[src/rtl/dmem_arbiter.sv]
// Purpose: shares the single-port dmem between requester 0 (processor) and requester 1 (loader/debug).
// Latency: grant is combinational (0 cycles); read data valid one cycle after the grant.
// Backpressure: a losing requester holds req and payload until its gnt; there is no queueing.
//
// Build option: define DMEM_ARB_RR_EN for round-robin arbitration. When undefined, req0 has
// fixed priority and an 8-bit starvation counter forces req1 through after MAX_WAIT denials.
//
// Ports:
//   clock, reset                 single clock, asynchronous active-high reset
//   req*/we*/addr*/wdata*        per-requester access request and payload
//   gnt0/gnt1                    combinational grant, access issued this cycle
//   rvalid0/rvalid1, rdata       registered read-valid strobes, rdata mirrors q_dmem
//   address_dmem/data/wren       muxed dmem port, q_dmem is the dmem read data
//   conflict_cnt                 saturating count of cycles with both requests high
module dmem_arbiter #(
    parameter int MAX_WAIT = 8,
    parameter int ADDR_W   = 12,
    parameter int DATA_W   = 32
) (
    input  logic              clock,
    input  logic              reset,
    input  logic              req0,
    input  logic              we0,
    input  logic [ADDR_W-1:0] addr0,
    input  logic [DATA_W-1:0] wdata0,
    input  logic              req1,
    input  logic              we1,
    input  logic [ADDR_W-1:0] addr1,
    input  logic [DATA_W-1:0] wdata1,
    output logic              gnt0,
    output logic              gnt1,
    output logic              rvalid0,
    output logic              rvalid1,
    output logic [DATA_W-1:0] rdata,
    output logic [ADDR_W-1:0] address_dmem,
    output logic [DATA_W-1:0] data,
    output logic              wren,
    input  logic [DATA_W-1:0] q_dmem,
    output logic [15:0]       conflict_cnt
);

    // pick1: requester 1 owns the port this cycle if it is requesting.
    logic pick1;

`ifdef DMEM_ARB_RR_EN
    // ptr names the preferred requester on a contested cycle.
    logic ptr;

    always_comb begin
        pick1 = req1;
        if (req0 && req1) begin
            pick1 = ptr;
        end
    end

    // After any grant, preference passes to the requester that did not win.
    always_ff @(posedge clock or posedge reset) begin
        if (reset) begin
            ptr <= 1'b0;
        end else if (gnt0) begin
            ptr <= 1'b1;
        end else if (gnt1) begin
            ptr <= 1'b0;
        end
    end
`else
    localparam logic [7:0] MAX_WAIT_L = 8'(MAX_WAIT);

    logic [7:0] wait1;

    // req1 wins when uncontested, or when it has been denied MAX_WAIT cycles in a row.
    always_comb begin
        pick1 = req1 && (!req0 || (wait1 == MAX_WAIT_L));
    end

    // wait1 never passes MAX_WAIT: reaching it forces gnt1, which clears it.
    always_ff @(posedge clock or posedge reset) begin
        if (reset) begin
            wait1 <= 8'd0;
        end else if (!req1 || gnt1) begin
            wait1 <= 8'd0;
        end else begin
            wait1 <= wait1 + 8'd1;
        end
    end
`endif

    // Grants are suppressed while reset is high so nothing reaches dmem.
    assign gnt1 = !reset && pick1;
    assign gnt0 = !reset && req0 && !pick1;

    // Requester 0's payload is the idle default on the dmem port.
    assign address_dmem = gnt1 ? addr1  : addr0;
    assign data         = gnt1 ? wdata1 : wdata0;
    assign wren         = (gnt0 && we0) || (gnt1 && we1);
    assign rdata        = q_dmem;

    // dmem returns read data one cycle after sampling, so the strobe is the delayed read grant.
    always_ff @(posedge clock or posedge reset) begin
        if (reset) begin
            rvalid0 <= 1'b0;
            rvalid1 <= 1'b0;
        end else begin
            rvalid0 <= gnt0 && !we0;
            rvalid1 <= gnt1 && !we1;
        end
    end

    always_ff @(posedge clock or posedge reset) begin
        if (reset) begin
            conflict_cnt <= 16'd0;
        end else if (req0 && req1 && (conflict_cnt != 16'hFFFF)) begin
            conflict_cnt <= conflict_cnt + 16'd1;
        end
    end

endmodule

[config.mk]
export PLATFORM = sky130hd
export DESIGN_NAME = dmem_arbiter
export DESIGN_NICKNAME = d
export VERILOG_FILES = /design/src/rtl/dmem_arbiter.sv
export SDC_FILE = /design/constraint.sdc
export NUM_CORES = 1
export LEC_CHECK = 0
export ABC_CLOCK_PERIOD_IN_PS = 2350
export BUFFER_PORTS_ARGS = -buffer_cell sky130_fd_sc_hd__buf_4
export CAP_MARGIN = 15
export CELL_PAD_IN_SITES_DETAIL_PLACEMENT = 1
export CELL_PAD_IN_SITES_GLOBAL_PLACEMENT = 1
export CORE_MARGIN = 2
export CORE_UTILIZATION = 21
export CTS_CLUSTER_DIAMETER = 50
export DETAILED_ROUTE_END_ITERATION = 16
export PLACE_DENSITY_LB_ADDON = 0.1
export SLEW_MARGIN = 25
export SYNTH_ARGS = -nofsm -noshare
export SYNTH_HDL_FRONTEND = slang
export SYNTH_SLANG_ARGS = --single-unit
[constraint.sdc]
create_clock -name clock -period 2.35 [get_ports clock]
set_input_delay 0.5875 -clock clock [delete_from_list [all_inputs] [get_ports clock]]
set_output_delay 0.5875 -clock clock [all_outputs]
set_load 0.05 [all_outputs]
==> reports/results.txt <==
Ys Warns = 0
Crit path max-delay family = flip-flops
share of post-route cells with drive strength above 1 = 0.698
max-cap violation count = 0
Final #Nets = 478
DR pass1 iterations = 4
outcome = finished with violations
Fin Hold WS = 0.466 ns
count leader, synth = mux2_2
clock buffer depth = 2
Pleak = 1.92 nW
CP Depth = 8
Initial Util = 0.213
Post-Route WL = 8.08 mm
final estimated routing congestion in global placement = 0.718
Worst VDD drop = 0.657 mV
CP Class = flop to primary output
DRT antenna net count = 0
setup violators final = 47
Fin Clk Skew = 0.00672 ns
Vias = 2013
number of vias per cell = 4.19
worst-path maximum fanout = 23
full die area = 0.0106 sq mm
hold path depth = 2
final non-filler cell total = 481
Seq cells post-synth = 26
Critical Path AT = 2.21 ns
Fin. Hold Viols = 0
initial antenna violation count = 0
Post-synth EDFFs = 0
grt total ovfl = 0
largest area contributor in the netlist = dfrtp_1
Critical Path Slowest Stage Cell = dfrtp_1
Netlist Area Pre-Place = 0.00205 sq mm
power density over the cells = 526 mW/mm^2
H-tree depth = 1
Hold/Removal Path Class = primary input to flop
CTS Hold Buffers Added = 0
total track usage = 0.138
DRC violations left = 0
Worst Path Required = 1.76 ns
Final period util = 1.19
Synth top area share = 0.317
worst path cell trace = inv_1 -> ha_2 -> nor4bb_2 -> nand2_1 -> a211o_4 -> buf_12 -> mux2_4 -> buf_6
post-DR wirelength/cell = 16.8 um
CTS tree = built
main area contributors after synthesis = dfrtp_1 (32%), mux2_2 (25%), buf_4 (12%), xnor2_1 (4.7%), xor2_1 (3.8%)
startpoint types = flop
most common library cells after synthesis = mux2_2 (45), buf_4 (33), dfrtp_1 (26)
cell area after layout = 0.00373 sq mm
max_slew headroom = 0.739
Post-DP HPWL = 6.66 mm
largest net degree at the start of global routing = 27
Synth Area per Inst = 10.2 sq um
Worst-Margin Slew = 0.387 ns
Die H = 103 um
sequential element share of the synthesized area = 0.317
synth unique cells = 30
fmax = 0.357 GHz
Top FF cell, synth = dfrtp_1
RSZ-0062 raised after global routing = yes
Post-Syn Nets = 331
FILL cells = 1130
crit end category = primary output
initial detailed-routing violation count = 33
final worst slack = -0.452 ns
first-pass GRT wire length = 11.2 mm
root buf cell = clkbuf_8
Post-Place Cells = 475
antenna cells = 0
failing checks = setup timing
synthesized instance count = 202
CTS Sinks = 26
min Tclk post-route = 2.80 ns
Chip Width = 103 um
Top Ports = 223
# rows = 36
Num CTS Buffers = 3
r2r worst-path depth = 10
Clock Latency Late Sink = 0.27 ns
PortBufs = 158
synth-to-layout area growth = 81.7%
vias in the first global route = 2001
CP Buf/Inv Count = 3
clock transition at the registers of the reported paths = 0.10 ns
Slew Limit Fails = 0
DP Area = 0.00343 sq mm
CORE AREA = 0.00964 sq mm
critical path's largest stage delay = 0.40 ns
FFs w/ async S/R, synth = 1.00
-- metal layers --
| layer | GRT usage | vias to the layer above | part of all wire |
|---|---|---|---|
| met4 | 0.0172 | 0 | 0.0031 |
| met3 | 0.0508 | 4 | 0.098 |
| li1 | - | 968 | - |
| met1 | 0.179 | 947 | 0.40 |
| met5 | 0 | - | 0 |
| met2 | 0.226 | 94 | 0.50 |
-- what timing repair did --
action / CTS / global route
gates resized for setup: 3 / 55
pin swaps: 0 / 1
buffers inserted: 1 / 2
endpoints found under the setup margin: 47 / 47
-- state kept, by name (all words and copies together) (netlist names) --
name / flops
rvalid0: 1
wait1: 8
conflict_cnt: 16
rvalid1: 1
-- worst reg2reg max path, stage by stage, from the launching register on --
cell and delay (ns):
dfrtp_1 0.40, inv_1 0.06, ha_2 0.14, nor4bb_2 0.18
nand2_1 0.11, a211o_4 0.37, buf_12 0.18, clkinv_2 0.08
buf_4 0.11, buf_4 0.15, nor3_1 0.06
-- metrics by stage --
| stage | util | power, mW | setup slack (ns) | TNS [ns] |
|---|---|---|---|---|
| floorplan | - | 1.37 | -0.0198 | -0.615 |
| global placement | 0.356 | 1.61 | -0.128 | -5.05 |
| detailed placement | 0.356 | 1.63 | -0.174 | -6.75 |
| CTS | 0.363 | 1.94 | -0.483 | -21.02 |
| global route | 0.387 | 2.09 | -0.565 | -25.24 |
| finish | 0.387 | 1.96 | -0.452 | -19.63 |
-- layout make-up --
class / count / area, sq um / area share
Timing Repair Buffer: 181 / 1590 / 0.426
Multi-Input combinational cell: 131 / 1240 / 0.333
Sequential cell: 26 / 651 / 0.174
Tap cell: 133 / 166 / 0.0446
Clock buffer: 4 / 55.1 / 0.0148
Inverter: 6 / 27.5 / 0.00738
-- kinds of logic after synthesis --
kind of cell,Yosys count,synth area share
AND/OR/NAND/NOR,59,0.163
multiplexers,46,0.254
buffers and inverters,45,0.148
flip-flops,26,0.317
XOR/XNOR,20,0.0854
AO/OA/AOI/OAI,3,0.0134
adder cells (fa/ha/maj),3,0.0183
-- final timing paths --
| check | startpoint | endpoint | slack, ns |
|---|---|---|---|
| setup / recovery | wait1[1]$_DFF_PP0_ | data[5] | -0.45 |
| hold / removal | we0 | rvalid0$_DFF_PP0_ | 0.47 |
| max in group asynchronous | reset | conflict_cnt[9]$_DFFE_PP0P_ | 1.53 |
| setup reg to reg | wait1[1]$_DFF_PP0_ | wait1[3]$_DFF_PP0_ | 0.40 |
| hold reg to reg | conflict_cnt[15]$_DFFE_PP0P_ | conflict_cnt[15]$_DFFE_PP0P_ | 0.51 |
| min in group asynchronous | reset | rvalid0$_DFF_PP0_ | 0.55 |
-- report_power, final --
part	switching [mW]	leakage, nW	internal (mW)	total, mW
logic	0.614	1.55	0.459	1.07
registers	0.0845	0.347	0.507	0.591
clock network	0.147	0.0288	0.150	0.297
total	0.846	1.92	1.12	1.96
-- layout by cell type, fill, tap and decap left out, drive strengths merged --
| master | n |
|---|---|
| buf | 181 |
| mux2 | 46 |
| dfrtp | 26 |
| nor3 | 13 |
| nand3 | 12 |
| xnor2 | 11 |
| xor2 | 9 |
| nand4 | 8 |
| nor2 | 6 |
| nand2 | 6 |
| and3 | 4 |
| clkbuf | 4 |
| and2 | 4 |
| inv | 3 |
| ha | 3 |
| nor4 | 2 |
| clkinv | 2 |
| or4 | 1 |
| nor4bb | 1 |
| a211o | 1 |
| clkinvlp | 1 |
| o211a | 1 |
| a22o | 1 |
| nor2b | 1 |
| nor4b | 1 |
No activity file was read; power rests on OpenSTA's default activity.
